## config.mk

```make
export PLATFORM = sky130hd
export DESIGN_NAME = sm4_iter_core
export DESIGN_NICKNAME = d
export VERILOG_FILES = /design/src/rtl/sm4_iter_core.sv
export SDC_FILE = /design/constraint.sdc
export NUM_CORES = 2
export LEC_CHECK = 0
export CAP_MARGIN = 20
export CORE_AREA = 2 2 500 502
export DETAILED_ROUTE_END_ITERATION = 6
export DIE_AREA = 0 0 502 504
export SETUP_SLACK_MARGIN = 0.15
export SYNTH_ARGS = -nofsm -noshare
export SYNTH_HDL_FRONTEND = slang
export SYNTH_SLANG_ARGS = --single-unit
```

## constraint.sdc

```tcl
create_clock -name clk -period 6.2 [get_ports clk]
set_clock_uncertainty 0.15 [all_clocks]
set_input_delay 0.62 -clock clk [delete_from_list [all_inputs] [get_ports clk]]
set_output_delay 0.62 -clock clk [all_outputs]
set_load 0.03 [all_outputs]
```

## src/rtl/sm4_iter_core.sv

```systemverilog
// sm4_iter_core: iterative SM4 encrypt/decrypt engine. Applies ROUNDS_PER_CYCLE
// chained rounds per clock on a single 128-bit state register. It handles
// round-key ordering, the final reverse transform R and the valid/ready
// handshakes.
//
// state | meaning
// IDLE  | waiting for a block, in_ready=1
// RUN   | iterating rounds, cnt counts iterations
// DONE  | result held on out_data, out_valid=1
module sm4_iter_core #(
  parameter int  ROUNDS_PER_CYCLE = 1,
  localparam int N_ITER = 32 / ((ROUNDS_PER_CYCLE > 0) ? ROUNDS_PER_CYCLE : 1),
  localparam int CNT_W  = (N_ITER > 1) ? $clog2(N_ITER) : 1
) (
  input  logic          clk,
  input  logic          rst_n,
  input  logic          clear,
  input  logic          in_valid,
  output logic          in_ready,
  input  logic          in_decrypt,
  input  logic [127:0]  in_data,
  input  logic [1023:0] rk_all,
  output logic          out_valid,
  input  logic          out_ready,
  output logic [127:0]  out_data
);

  if (!(ROUNDS_PER_CYCLE == 1 || ROUNDS_PER_CYCLE == 2 || ROUNDS_PER_CYCLE == 4 ||
        ROUNDS_PER_CYCLE == 8 || ROUNDS_PER_CYCLE == 16 || ROUNDS_PER_CYCLE == 32)) begin : g_bad_rpc
    $error("sm4_iter_core: ROUNDS_PER_CYCLE must be 1, 2, 4, 8, 16 or 32");
  end

  localparam logic [1:0] IDLE = 2'd0;
  localparam logic [1:0] RUN  = 2'd1;
  localparam logic [1:0] DONE = 2'd2;

  localparam logic [CNT_W-1:0] CNT_LAST = CNT_W'(N_ITER - 1);

  // SM4 S-box, entry 0 in the most significant byte.
  localparam logic [2047:0] SBOX = {
    128'hd690e9fecce13db716b614c228fb2c05, 128'h2b679a762abe04c3aa44132649860699,
    128'h9c4250f491ef987a33540b43edcfac62, 128'he4b31ca9c908e89580df94fa758f3fa6,
    128'h4707a7fcf37317ba83593c19e6854fa8, 128'h686b81b27164da8bf8eb0f4b70569d35,
    128'h1e240e5e6358d1a225227c3b01217887, 128'hd40046579fd327524c3602e7a0c4c89e,
    128'heabf8ad240c738b5a3f7f2cef96115a1, 128'he0ae5da49b341a55ad933230f58cb1e3,
    128'h1df6e22e8266ca60c02923ab0d534e6f, 128'hd5db3745defd8e2f03ff6a726d6c5b51,
    128'h8d1baf92bbddbc7f11d95c411f105ad8, 128'h0ac13188a5cd7bbd2d74d012b8e5b4b0,
    128'h8969974a0c96777e65b9f109c56ec684, 128'h18f07dec3adc4d2079ee5f3ed7cb3948
  };

  function automatic logic [7:0] sbox(input logic [7:0] x);
    return SBOX[11'd2047 - {x, 3'b000} -: 8];
  endfunction

  function automatic logic [31:0] tau(input logic [31:0] x);
    return {sbox(x[31:24]), sbox(x[23:16]), sbox(x[15:8]), sbox(x[7:0])};
  endfunction

  function automatic logic [31:0] l_xform(input logic [31:0] b);
    return b ^ {b[29:0], b[31:30]} ^ {b[21:0], b[31:22]} ^ {b[13:0], b[31:14]} ^ {b[7:0], b[31:8]};
  endfunction

  // {A,B,C,D} -> {B,C,D, A ^ T(B^C^D^key)}
  function automatic logic [127:0] sm4_round(input logic [127:0] s, input logic [31:0] k);
    logic [31:0] a, b, c, d;
    {a, b, c, d} = s;
    return {b, c, d, a ^ l_xform(tau(b ^ c ^ d ^ k))};
  endfunction

  logic [1:0]       state_q, state_d;
  logic [CNT_W-1:0] cnt_q, cnt_d;
  logic [127:0]     s_q, s_d;
  logic             mode_q, mode_d;
  logic [127:0]     out_q, out_d;

  logic [31:0]  rk [32];
  logic [127:0] stage [ROUNDS_PER_CYCLE+1];

  for (genvar i = 0; i < 32; i++) begin : g_rk
    assign rk[i] = rk_all[1023-32*i -: 32];
  end

  assign stage[0] = s_q;

  // Unrolled round chain; decrypt walks the key schedule backwards.
  for (genvar j = 0; j < ROUNDS_PER_CYCLE; j++) begin : g_round
    logic [4:0] g_idx, k_idx;
    assign g_idx = 5'(32'(cnt_q) * 32'(ROUNDS_PER_CYCLE) + 32'(j));
    assign k_idx = mode_q ? (5'd31 - g_idx) : g_idx;
    assign stage[j+1] = sm4_round(stage[j], rk[k_idx]);
  end

  assign in_ready  = (state_q == IDLE) || ((state_q == DONE) && out_ready);
  assign out_valid = (state_q == DONE);
  assign out_data  = out_q;

  // Next-state logic: clear overrides everything, including a same-cycle handshake.
  always_comb begin
    state_d = state_q;
    cnt_d   = cnt_q;
    s_d     = s_q;
    mode_d  = mode_q;
    out_d   = out_q;
    if (clear) begin
      state_d = IDLE;
      cnt_d   = '0;
    end else begin
      case (state_q)
        IDLE: begin
          if (in_valid) begin
            s_d     = in_data;
            mode_d  = in_decrypt;
            cnt_d   = '0;
            state_d = RUN;
          end
        end
        RUN: begin
          s_d = stage[ROUNDS_PER_CYCLE];
          if (cnt_q == CNT_LAST) begin
            cnt_d   = '0;
            state_d = DONE;
            out_d   = {stage[ROUNDS_PER_CYCLE][31:0],  stage[ROUNDS_PER_CYCLE][63:32],
                       stage[ROUNDS_PER_CYCLE][95:64], stage[ROUNDS_PER_CYCLE][127:96]};
          end else begin
            cnt_d = cnt_q + 1'b1;
          end
        end
        DONE: begin
          if (out_ready) begin
            if (in_valid) begin
              s_d     = in_data;
              mode_d  = in_decrypt;
              cnt_d   = '0;
              state_d = RUN;
            end else begin
              state_d = IDLE;
            end
          end
        end
        default: begin
          state_d = IDLE;
          cnt_d   = '0;
        end
      endcase
    end
  end

  // State registers with asynchronous active-low reset.
  always_ff @(posedge clk or negedge rst_n) begin
    if (!rst_n) begin
      state_q <= IDLE;
      cnt_q   <= '0;
      s_q     <= '0;
      mode_q  <= 1'b0;
      out_q   <= '0;
    end else begin
      state_q <= state_d;
      cnt_q   <= cnt_d;
      s_q     <= s_d;
      mode_q  <= mode_d;
      out_q   <= out_d;
    end
  end

endmodule

```

==> results.toml <==
[outcome]
status = "finished, final reports clean"

[yosys]
synth_xor_area_frac = 0.0487
synthSimpleGateAreaFrac = 0.170
yosysMostFrequentCell = "nand2_1"
muxShareOfSynthArea = 0.279
synth_fp_nets = 6227
synth-edff-count = 0
yosysSeqAreaShare = 0.153
synth_area_per_cell_um2 = 8.60
yosysTopAreaCell = "mux4_2"
async_flop_share = 1.00
ys_seq_elements = 264
synth_top_area_share = 0.200
synth_top_family_by_area = "multiplexers"
mappedNetlistArea_um2 = 43200
synth_adder_area_share = 0.0121
synth-compound-area-share = 0.253
synth_cells = 5028
yosys_warnings = 0
synthFlopType = "dfrtp_1"
yosysUniqueCellTypes = 129
synthTopCellsByArea = "mux4_2, dfrtp_1, nand2_1"
synth_commonest_cells = "nand2_1, mux4_2, nor2_1"

[route]
drtPass1Iterations = 6
drtIter0Drc = 6228
routed-via-count = 60280
antenna_left = 0
wl_um = 448000
via_per_inst = 5.45
wire_per_inst_um = 40.5
route.detailed.drc = 0

[placed_design]
dp_hpwl_um = 384000
io_buffers = 1287
place_inst = 10745
place_congestion = 1.09

[global_routing]
grt_start_max_net_pins = 139
antenna_found_initial = 213
grt_pass1_vias = 58800
overflow = 0
globalRouteTotalUtil = 0.339
grt_first_pass_wirelength_um = 579000

[setup_path]
cp-end-kind = "register"
path_max_fanout = 8
reg2regPathDepth = 24
worst_setup_path_start_kind = "register"
timing.rr.start = "cnt_q[0]"
r2r-end = "out_data[118]"
worst-endpoint-required_ns = 6.53
ff2ff_setup_slack_ns = 0.15
cp.arrival_ns = 6.38
critical_path_class = "register to register"

[flow_run]
maxCapViolCount = 0

[layout]
fillCellCount = 26318
area.sequential_um2 = 6630
drive_above_1_share = 0.359
multiInputGateArea_um2 = 35800
instances_no_fill = 11053
final_core_util = 0.310
nets = 8754
syn_to_final_growth_pct = 77.4

[cts]
cts_sinks = 264
clock_path_buffers = 3
cts_root_buf = "clkbuf_16"
cts_tree = "built"
htree_levels = 1
clk_pin_slew_ns = 0.06
clock_latency_ns = 0.65
numCtsBuffers = 29

[timing]
setup_viol = 0
rsz0062_at_grt = "yes"
fin_crit_sh = 0.976
finalMaxSlewViolations = 0
relSlewSlack = 0.0954
holdWs_ns = 0.317
tns_ns = 0
clock.fmax_mhz = 165
tightest_slew_ns = 1.35
finalCriticalPeriod_ns = 6.05
hold_violations = 0

[die]
start_util = 0.175
die_w_um = 502
core-area_um2 = 248000
ios = 1288
die_h_um = 504
die_area_um2 = 253000
row_count = 183

[hold_path]
hold_path.class = "register to register"
whs_path_depth = 2
whs_endpoint = "out_data[50]"
hp-start = "out_data[50]"
==> per-layer routing <==
layer | wire length, um | vias up | part of all wire | track usage
met5 | 637 | - | 0.0014 | 0
met4 | 32500 | 98 | 0.073 | 0.212
met3 | 38700 | 802 | 0.087 | 0.0769
met2 | 200000 | 3742 | 0.45 | 0.527
met1 | 176000 | 30777 | 0.39 | 0.422
li1 | - | 24861 | - | -
==> kinds of logic (layout without fill, tap and decap cells) <==
kind of cell | after synthesis | count (layout)
AO/OA/AOI/OAI | 1579 | 1579
XOR/XNOR | 215 | 216
other | 0 | 145
buffers and inverters | 577 | 3126
AND/OR/NAND/NOR | 1680 | 1680
adder cells (fa/ha/maj) | 42 | 42
flip-flops | 264 | 264
multiplexers | 671 | 671
==> cell usage in the layout (no fill, tap or decap), types with 24 or more instances in the layout <==
master / count
a21oi_2: 27
xnor2_1: 83
dfrtp_1: 258
buf_4: 1486
nand4_1: 35
a31oi_1: 153
nor2_1: 354
o22ai_1: 98
and3_1: 36
clkdlybuf4s50_1: 1286
a21oi_1: 268
mux4_2: 387
buf_12: 155
o221ai_1: 41
o211ai_1: 62
a311oi_1: 24
a221oi_1: 37
o21ai_1: 60
xor2_1: 43
a211oi_1: 62
o21ai_0: 198
xnor2_2: 41
nand2_1: 810
diode_2: 145
a22oi_1: 98
clkbuf_16: 32
inv_1: 25
mux2i_1: 194
buf_6: 69
nor3_1: 76
mux2_2: 36
nand3_1: 105
==> state kept, by name, indices dropped and copies added (netlist names) <==
signal	count
cnt_q	5
mode_q	1
s_q	128
out_data	128
state_q	2
==> how the worst max path moves through the flow <==
stage,cells after the start,start,slack (ns),endpoint
final,24,cnt_q[0],0.15,out_data[118]
after floorplan,28,cnt_q[1],0.18,s_q[31]
after CTS,26,cnt_q[0],0.12,out_data[116]
after global placement,19,cnt_q[2],-1.20,out_data[120]
after detailed placement,19,cnt_q[2],-1.07,out_data[120]
after global routing,25,cnt_q[0],0.08,out_data[118]
==> layout make-up <==
class | count | area share
multi-input cells | 4188 | 0.467
repair buffers | 3029 | 0.373
flip-flops and latches | 264 | 0.0864
well taps | 3330 | 0.0543
clock buffers | 39 | 0.0106
diodes | 145 | 0.00473
inverters | 43 | 0.00242
clock inverters | 15 | 0.00227
==> metrics by stage <==
| step | worst slack (ns) | area (um2) |
|---|---|---|
| after floorplan | 0.176 | 43200 |
| after global placement | -1.20 | 71200 |
| after detailed placement | -1.07 | 71200 |
| after CTS | 0.117 | 74300 |
| after global routing | 0.0793 | 76500 |
| final | 0.147 | 76700 |
==> critical path, cell delays in order, from the launching register on <==
cell,delay (ns)
dfrtp_4,0.51
buf_12,0.17
buf_16,0.18
buf_12,0.16
buf_4,0.15
mux4_2,0.36
mux2i_4,0.09
a32o_2,0.22
or4_4,0.60
nand3_2,0.11
and2_4,0.24
buf_6,0.13
ha_4,0.17
buf_6,0.11
nor2_1,0.05
buf_4,0.16
or4_4,0.42
a32o_1,0.26
a311o_1,0.34
a211o_4,0.41
xor2_2,0.22
xnor2_1,0.22
xnor2_1,0.14
buf_4,0.18
o21ai_1,0.07
==> what timing repair did <==
action,in CTS,in global routing
endpoints found under the hold margin,95,0
pin swaps,59,120
setup endpoints to repair,64,64
hold buffers,1,0
gates cloned,3,3
gates resized for setup,336,310
setup buffers,51,51
Power is not shown: default switching activity piles up to over one toggle a cycle in this logic, so the estimate is an artifact.
